--- config.mk ---
export PLATFORM = sky130hd
export DESIGN_NAME = booth_mult_r2_seq
export DESIGN_NICKNAME = d
export VERILOG_FILES = /design/src/rtl/booth_mult_r2_seq.sv
export SDC_FILE = /design/constraint.sdc
export NUM_CORES = 1
export LEC_CHECK = 0
export BUFFER_PORTS_ARGS = -buffer_cell sky130_fd_sc_hd__clkbuf_2
export CORE_MARGIN = 5
export CORE_UTILIZATION = 35
export CTS_BUF_LIST = sky130_fd_sc_hd__clkbuf_8
export DETAILED_ROUTE_END_ITERATION = 12
export PLACE_DENSITY = 0.53
export SLEW_MARGIN = 40
export SYNTH_ARGS = -nofsm -noshare
export SYNTH_HDL_FRONTEND = slang
export SYNTH_SLANG_ARGS = --single-unit
--- constraint.sdc ---
create_clock -name clk -period 2.6 [get_ports clk]
set_clock_uncertainty 0.15 [all_clocks]
set_input_delay 0.13 -clock clk [delete_from_list [all_inputs] [get_ports clk]]
set_output_delay 0.13 -clock clk [all_outputs]
set_load 0.1 [all_outputs]
--- src/rtl/booth_mult_r2_seq.sv ---
// Sequential radix-2 Booth multiplier (W-bit signed x W-bit signed -> 2W-bit signed).
// Define BOOTH_ONE_CYCLE_EN to fold the add/sub and shift into one EVAL cycle (fixed latency W).
module booth_mult_r2_seq #(
    parameter int unsigned W = 8
) (
    input  logic             clk,
    input  logic             rst_n,
    input  logic             i_start,
    input  logic [W-1:0]     i_mcand,
    input  logic [W-1:0]     i_mplier,
    output logic             o_ready,
    output logic             o_busy,
    output logic             o_done,
    output logic [2*W-1:0]   o_product
);

    localparam int unsigned CW = $clog2(W + 1);

`ifdef BOOTH_ONE_CYCLE_EN
    typedef enum logic [1:0] {
        IDLE  = 2'b00,
        EVAL  = 2'b01,
        DONE  = 2'b11
    } state_t;
`else
    typedef enum logic [1:0] {
        IDLE  = 2'b00,
        EVAL  = 2'b01,
        SHIFT = 2'b10,
        DONE  = 2'b11
    } state_t;
`endif

    state_t            state_q, state_d;
    logic [W:0]        a_q, a_d;
    logic [W-1:0]      q_q, q_d;
    logic              qm1_q, qm1_d;
    logic [W:0]        m_q, m_d;
    logic [CW-1:0]     cnt_q, cnt_d;
    logic [2*W-1:0]    prod_q, prod_d;

    logic [1:0]        brc;
    logic [W:0]        addsub;
    logic [W:0]        sh_in;
    logic [W:0]        sh_a;
    logic [W-1:0]      sh_q;
    logic              sh_qm1;
    logic              do_shift;
    logic              load;
    logic              last;

    always_comb begin
        brc    = {q_q[0], qm1_q};
        // BRC 10 subtracts M, BRC 01 adds it; only meaningful when Q[0] != q_m1
        addsub = q_q[0] ? (a_q - m_q) : (a_q + m_q);
        last   = (cnt_q == CW'(1));
    end

    always_comb begin
        state_d  = state_q;
        a_d      = a_q;
        q_d      = q_q;
        qm1_d    = qm1_q;
        m_d      = m_q;
        cnt_d    = cnt_q;
        prod_d   = prod_q;
        sh_in    = a_q;
        do_shift = 1'b0;
        load     = 1'b0;

        case (state_q)
            IDLE: begin
                if (i_start) begin
                    load = 1'b1;
                end
            end
            EVAL: begin
                if (brc == 2'b01 || brc == 2'b10) begin
`ifdef BOOTH_ONE_CYCLE_EN
                    sh_in    = addsub;
                    do_shift = 1'b1;
`else
                    a_d     = addsub;
                    state_d = SHIFT;
`endif
                end else begin
                    do_shift = 1'b1;
                end
            end
`ifndef BOOTH_ONE_CYCLE_EN
            SHIFT: begin
                do_shift = 1'b1;
            end
`endif
            DONE: begin
                if (i_start) begin
                    load = 1'b1;
                end else begin
                    state_d = IDLE;
                end
            end
            default: begin
                state_d = IDLE;
            end
        endcase

        // Arithmetic right shift of {A,Q,q_m1}, A[W] replicated into the MSB
        sh_a   = {sh_in[W], sh_in[W:1]};
        sh_q   = {sh_in[0], q_q[W-1:1]};
        sh_qm1 = q_q[0];

        if (do_shift) begin
            a_d   = sh_a;
            q_d   = sh_q;
            qm1_d = sh_qm1;
            cnt_d = cnt_q - CW'(1);
            if (last) begin
                state_d = DONE;
                prod_d  = {sh_a[W-1:0], sh_q};
            end else begin
                state_d = EVAL;
            end
        end

        if (load) begin
            a_d     = '0;
            q_d     = i_mplier;
            qm1_d   = 1'b0;
            m_d     = {i_mcand[W-1], i_mcand};
            cnt_d   = CW'(W);
            state_d = EVAL;
        end
    end

    always_ff @(posedge clk or negedge rst_n) begin
        if (!rst_n) begin
            state_q <= IDLE;
            a_q     <= '0;
            q_q     <= '0;
            qm1_q   <= 1'b0;
            m_q     <= '0;
            cnt_q   <= '0;
            prod_q  <= '0;
        end else begin
            state_q <= state_d;
            a_q     <= a_d;
            q_q     <= q_d;
            qm1_q   <= qm1_d;
            m_q     <= m_d;
            cnt_q   <= cnt_d;
            prod_q  <= prod_d;
        end
    end

    always_comb begin
        o_ready   = (state_q == IDLE) || (state_q == DONE);
`ifdef BOOTH_ONE_CYCLE_EN
        o_busy    = (state_q == EVAL);
`else
        o_busy    = (state_q == EVAL) || (state_q == SHIFT);
`endif
        o_done    = (state_q == DONE);
        o_product = prod_q;
    end

endmodule

* Word level (Yosys, flattened, before mapping)
Index checks and enable logic that the tools add are counted.
** Storage, ports and cells
- Bits in registers :: 48
- Input bits :: 19
- Output and inout bits :: 19
- Word-level logic and storage cells :: 56
** Cells by class
- Add/sub/neg operators :: 3
- Equal/unequal tests :: 9
- Mux-type cells :: 21
- Reduce and logical (&&, ||, !) cells :: 15
** Operators by type and width (number)
- $mux 9 :: 5
- $mux 8 :: 2
- $mux 2 :: 5
- $add 9x9->9 :: 1
- $sub 9x9->9 :: 1
- $mux 4 :: 2
- $eq 2x2->1 const B :: 3
- $reduce_and 3->1 :: 2
- $reduce_bool 2->1 :: 3
- $reduce_bool 3->1 :: 2
- $mux 1 :: 5
- $eq 2x1->1 const B :: 2
- $eq 4x1->1 const B :: 1
- $ne 4x2->1 const B :: 1
- $ne 4x4->1 const B :: 1
- $pmux 2 s2 :: 1
- $reduce_and 2->1 :: 2
- $reduce_bool 4->1 :: 1
- $sub 4x1->4 const B :: 1
- $logic_or 1x1->1 :: 3
- $logic_not 2->1 :: 1
- $ne 2x1->1 const B :: 1
- $pmux 1 s2 :: 1
- $reduce_or 2->1 :: 1

* Depth between registers and ports, before layout
Gate-level depths: netlist of the first run.
- Depth in word-level cells :: 6
- Mapped depth :: 10
- Mapped depth without buffers :: 10

* Worst setup path before layout of the first run
OpenSTA, ideal clock, no wires.
- Kind :: flip-flop to flip-flop
- From :: reg state_q[0]
- To :: reg a_q[0]
- Library setup time :: 0.128 ns
- Arrival time :: 2.924 ns
- Required time :: 2.322 ns
- Path slack :: -0.602 ns
- Cell stages (with the launch flop) :: 8
- Path buffers :: 1
- Clock period less this slack :: 3.202 ns
- Cell sequence :: dfrtp_1 > inv_1 > ha_1 > clkbuf_1 > inv_1 > o31ai_2 > nand2b_1 > o21ai_0
** On the way
- Longest elaborated chain between the ends :: 5
- Elaborated cells on any way between the ends :: 12
- Those cells by class :: 3 x eq/ne; 4 x mux; 5 x reduce/logical
** Ends and longest elaborated chain
- start, declared :: RTL line 34 : state_t state_q, state_d;
- start signal, assigned :: RTL line 145 : state_q <= state_d;
- $eq 2x2->1 or $logic_not 2->1 (tied branches) :: RTL line 71 : case (state_q)
- $reduce_or 2->1 (no source line)
- $mux 1
- $reduce_bool 3->1 (no source line)
- $reduce_and 2->1 (no source line)
- end signal, assigned :: RTL line 138 : a_q <= '0;
- end signal, assigned :: RTL line 146 : a_q <= a_d;
- end, declared :: RTL line 35 : logic [W:0] a_q, a_d;
Several ways; a longest one is shown, not always the timed one. The select of a mux whose other input is x is not followed.
A chain may end at the register's enable or synchronous reset.

* Worst setup path after layout of the first run
- From :: reg m_q[0]
- To :: reg a_q[8]
** On the way
- Longest elaborated chain between the ends :: 6
- Elaborated cells on any way between the ends :: 7
- Those cells by class :: 2 x add/sub; 5 x mux
** Ends and longest elaborated chain
- start, declared :: RTL line 38 : logic [W:0] m_q, m_d;
- start signal, assigned :: RTL line 149 : m_q <= m_d;
- $add 9x9->9 or $sub 9x9->9 (tied branches) :: RTL line 55 : addsub = q_q[0] ? (a_q - m_q) : (a_q + m_q);
- $mux 9 (*) :: RTL line 55
- $mux 9 (*) :: RTL line 78 : if (brc == 2'b01 || brc == 2'b10) begin
- $mux 9 (*) :: RTL line 71
- $mux 9 (*) :: RTL line 112 : if (do_shift) begin
- $mux 9 (*) :: RTL line 125 : if (load) begin
Mark *: on every way between the ends. The rest lies on a longest branch, timed or not. The select of a mux whose other input is x is not followed.

==> results.cfg, run 1 <==
[outcome]
status = complete, no violations

[synthesis]
ys_seq_area_share_pct = 45.6
synth-edff-count = 0
syn_area_per_cell_um2 = 10.4
yosysUniqueCellTypes = 39
synth-async-reset-ratio_pct = 100
yosys_register_bits = 48
synthFlopType = dfrtp_1
syn_nets = 286
syn-cell-area_mm2 = 0.00263
yosysWarningCount = 0
synthCells = 252

[global_routing]
grt_overflow_total = 0
grt_pass1_vias = 2145
grt_antenna_before_repair = 0
grt_usage_pct = 13.3
grt_max_degree = 49
grt_pass1_wl_um = 10400

[routing]
postRouteAntennaNets = 0
drt-vias-per-instance = 5.01
drt-total-wl_um = 5990
dr.pass1.iters = 4
vias = 2104
drtIter0Drc = 72
route.detailed.drc = 0
wl_per_cell_um = 14.3

[floorplan]
die_x_um = 96.7
rows = 31
core-area_mm2 = 0.00729
dieArea_mm2 = 0.00936
start_util_pct = 36.1
fp.dieH_um = 96.7
ios = 38

[critical_path]
crit_type = register to register
critical_path_required_ns = 2.67
cp-start-kind = register
cp_data_arrival_time_ns = 2.58
endpoint_kind = register
cp_max_fo = 4

[sta]
fin_crit_sh_pct = 96.6
tns_ns = 0
hold_viol_final = 0
max_slew_margin_pct = 58.4
period_minus_slack_ns = 2.51
worst_slew_pin_slew_ns = 0.624
fmax_mhz = 398
slew_violations = 0
finalSetupViolations = 0

[finish]
syn_to_final_growth_pct = 28.2
final_layout_size_suffix_gt1_share_pct = 31.8
fin_nets = 355
final_util_pct = 46.3
n_antenna_cell = 0

[clock_tree]
clkSlewWorstSetupHoldPaths_ns = 0.09
cts_root_buf = clkbuf_8
cts_buffers = 5
cts_tree = done
htreeDepth = 2
cts_sinks = 48
cts_buffer_depth = 2
clkLatencyLatePin_ns = 0.30

[place]
hpwl_um = 4300
port_buffers = 37
place.gp.congestion = 0.814

[hold_path]
hold_path.class = input pin to register

[run]
max_cap_viol_count = 0
==> through the flow <==
step	hold WS (ns)	instances	cell area, um^2	worst slack [ns]
2_1_floorplan	-0.316	252	2680	-0.0121
3_3_place_gp	0.125	393	3050	0.105
3_5_place_dp	0.121	393	3050	0.0521
4_1_cts	0.191	417	3310	0.00203
5_1_grt	0.241	420	3370	-0.0140
6_report	0.195	420	3370	0.0887
==> cell families after synthesis <==
family | count (synthesis) | synth area share (%)
adders and majority gates | 15 | 7.41
xor gates and xnor gates | 11 | 3.95
buffers and inverters | 21 | 3.33
muxes | 29 | 12.1
and+or+nand+nor | 68 | 12.8
AOI/OAI and AO/OA | 60 | 14.8
DFF | 48 | 45.6
==> worst paths after layout <==
check	startpoint	to	slack [ns]	cells after the start
max	m_q[0]	a_q[8]	0.09	10
min	i_start	a_q[5]	0.20	4
max reg2reg	m_q[0]	a_q[8]	0.09	10
min reg2reg	q_q[2]	q_q[2]	0.36	2
max in group asynchronous	rst_n	m_q[5]	1.55	3
min in group asynchronous	rst_n	o_product[12]	0.30	3
==> critical path: stages (launching register included) <==
cell and delay [ns]:
dfrtp_1 0.42, inv_2 0.10, ha_4 0.16, nor2_1 0.05, xnor2_1 0.13, ha_1 0.35
nor2b_2 0.17, o31a_1 0.34, o22ai_2 0.14, mux2i_1 0.24, mux2i_1 0.19
==> flip-flops by register name (all words and copies together), names as in the netlist <==
name and count:
q_q 8, o_product 16, m_q 8, a_q 9, cnt_q 4, qm1_q 1
state_q 2
==> cells in the final DEF, fill, tap and decap left out, types with 2 or more instances in the layout <==
master          n
clkbuf_8        6
ha_1           12
mux2i_1         6
dfrtp_1        48
nor3_1          5
inv_2           2
xor2_1          2
buf_4          16
o21a_1          8
a221o_1         2
a22oi_1         9
o21ai_0        16
o31a_1          3
a21oi_1         7
or4_1           2
mux2_2         23
dlygate4sd3_1  17
ha_4            2
o22ai_2         2
nor2b_1         5
inv_1           9
nor3b_1         2
o21ai_1         6
nor2_1         13
nand2_1        30
clkbuf_2       37
xnor2_1         8
==> cell usage after synthesis (2+ instances only) <==
| library cell | instances | area (um^2) |
|---|---|---|
| nor3b_1 | 2 | 15.0 |
| a21oi_1 | 7 | 35.0 |
| a22oi_1 | 9 | 67.6 |
| nand2_1 | 30 | 113 |
| nand2b_1 | 2 | 12.5 |
| nor2b_1 | 6 | 37.5 |
| clkbuf_1 | 7 | 26.3 |
| inv_1 | 12 | 45.0 |
| o31a_1 | 3 | 26.3 |
| or4_1 | 2 | 15.0 |
| xnor2_1 | 8 | 70.1 |
| mux2i_1 | 6 | 60.1 |
| a221o_1 | 2 | 20.0 |
| a31oi_1 | 2 | 12.5 |
| o21ai_0 | 22 | 110 |
| o22ai_1 | 2 | 12.5 |
| o21a_1 | 8 | 60.1 |
| mux2_2 | 23 | 259 |
| ha_1 | 14 | 175 |
| nor2_1 | 13 | 48.8 |
| dfrtp_1 | 48 | 1200 |
| nor3_1 | 6 | 30.0 |
| xor2_1 | 2 | 17.5 |
==> routing by layer <==
metal  wire (um)  up-vias  GRT usage (%)  part of all wire, %
li1            -     1032              -                    -
met1        2800     1019           18.5                   47
met2        2930       48           21.4                   49
met3         221        5           2.73                  3.7
met4          34        0           3.24                 0.57
met5           0        -              0                    0
==> final cells by class <==
cell class                 instances  area, um^2
clock buffer                       6        82.6
clock inverter                     1        8.76
fill                             738        3920
inverter                          12        48.8
multi-input combinational        183        1410
sequential                        48        1200
tap                               99         124
timing repair buffer              71         495
==> repair_timing <==
item,CTS,global route
hold endpoints to repair,64,0
endpoints found under the setup margin,0,4
hold buffers,17,0
buffers inserted,0,3
gates resized for setup,0,11
Power of run 1 is left out: the tool's default activity adds up to more than one toggle a clock period on the data nets, which glitch-free logic cannot reach.
==> inputs of run 2 (changes only) <==
- MAX_ROUTING_LAYER: not set -> met4
==> run 2 against run 1 <==
  * Worst setup slack got worse by 0.0078 ns
  * Sequential share of layout area did not move
  * Final cell count did not move
  * Count of clock-buffer cells in the layout did not move
  * Critical path depth did not move
  * Hold slack improved by 0.00088 ns
  * Design area did not move
  * Register-to-register slack barely moved
  * Critical endpoint unchanged
  * Highest routed layer unchanged
==> results.cfg, run 2 (synthesized netlist as in run 1, its figures left out) <==
[place]
place.gp.congestion = 0.826
port_buffers = 37
hpwl_um = 4300
dp_cells = 393

[finish]
fin_nets = 355
final_common_cell = dfrtp_1
most-common-layout-cells = dfrtp_1 (48), clkbuf_2 (37), nand2_1 (30), mux2_2 (23), dlygate4sd3_1 (17)
n_antenna_cell = 0
final_cell_count_no_fill = 420
final_layout_size_suffix_gt1_share_pct = 31.8
syn_to_final_growth_pct = 28.2
largest_reg_flops = 16

[routing]
drt-vias-per-instance = 5.01
dr.pass1.iters = 4
route.detailed.drc = 0
wl_per_cell_um = 14.3
vias = 2103
drt-total-wl_um = 6020
drtIter0Drc = 72
postRouteAntennaNets = 0

[clock_tree]
cts_root_buf = clkbuf_8
clkSlewWorstSetupHoldPaths_ns = 0.09
htreeDepth = 2
cts_buffer_depth = 2
cts_tree = done
cts_sinks = 48
cts_buffers = 5
clkLatencyLatePin_ns = 0.30

[sta]
fin_crit_sh_pct = 96.9
worst_slew_pin_slew_ns = 0.623
hold_viol_final = 0
period_minus_slack_ns = 2.52
finalSetupViolations = 0
whs_ns = 0.196
slew_violations = 0
max_slew_margin_pct = 58.5
fmax_mhz = 397

[global_routing]
grt_antenna_before_repair = 0
grt_overflow_total = 0
grt_usage_pct = 13.7
grt_pass1_wl_um = 10400
grt_pass1_vias = 2145
grt_max_degree = 49

[floorplan]
fp.dieH_um = 96.7
core-area_mm2 = 0.00729
start_util_pct = 36.1
ios = 38
die_x_um = 96.7
rows = 31
dieArea_mm2 = 0.00936

[hold_path]
hold_path.class = input pin to register

[critical_path]
cp_data_arrival_time_ns = 2.59
cp_max_fo = 4
cp-start-kind = register
critical_path_required_ns = 2.67
crit_type = register to register
endpoint_kind = register

[outcome]
status = complete, no violations

[run]
max_cap_viol_count = 0
==> run 2: layout make-up <==
cell class                      count  area, um^2
Clock inverter                      1        8.76
Fill cell                         738        3920
Timing Repair Buffer               71         495
Clock buffer                        6        82.6
Sequential cell                    48        1200
Inverter                           12        48.8
Tap cell                           99         124
Multi-Input combinational cell    183        1410
==> run 2: worst max-delay path, cell delays in order (launching register included) <==
cell     delay (ns)
dfrtp_1        0.43
inv_2          0.10
ha_4           0.16
nor2_1         0.05
xnor2_1        0.13
ha_1           0.35
nor2b_2        0.17
o31a_1         0.34
o22ai_2        0.14
mux2i_1        0.24
mux2i_1        0.19
==> run 2: routing by layer <==
layer / track usage, % / share of wire (%) / wire length, um / vias to the layer above
li1: - / - / - / 1031
met3: 2.52 / 3.3 / 201 / 7
met5: - / 0 / 0 / -
met1: 18.6 / 47 / 2830 / 1020
met2: 21.4 / 49 / 2930 / 45
met4: 3.24 / 1.0 / 63 / 0
==> run 2: per-stage QoR <==
| step | setup WS [ns] | cell area, um^2 | utilization (%) | setup TNS [ns] |
|---|---|---|---|---|
| 5_1_grt | -0.0140 | 3370 | 46.3 | -0.0244 |
| 3_3_place_gp | 0.105 | 3050 | 41.8 | 0 |
| 6_report | 0.0809 | 3370 | 46.3 | 0 |
| 3_5_place_dp | 0.0521 | 3050 | 41.8 | 0 |
| 2_1_floorplan | -0.0121 | 2680 | - | -0.0584 |
| 4_1_cts | 0.00203 | 3310 | 45.4 | 0 |
==> run 2: what timing repair did <==
| item | in CTS | in global routing |
|---|---|---|
| setup endpoints to repair | 0 | 4 |
| hold buffers | 17 | 0 |
| buffers inserted | 0 | 3 |
| gates resized for setup | 0 | 11 |
| hold endpoints to repair | 64 | 0 |
==> run 2: final timing paths <==
kind / startpoint / end / slack (ns) / cells past startpoint
worst max-delay path: m_q[0] / a_q[8] / 0.08 / 10
worst min-delay path: i_start / a_q[5] / 0.20 / 4
worst max register to register: m_q[0] / a_q[8] / 0.08 / 10
worst min register to register: q_q[2] / q_q[2] / 0.36 / 2
max in group asynchronous: rst_n / m_q[5] / 1.55 / 3
min in group asynchronous: rst_n / o_product[12] / 0.31 / 3
Power of run 2 is left out for the same reason.
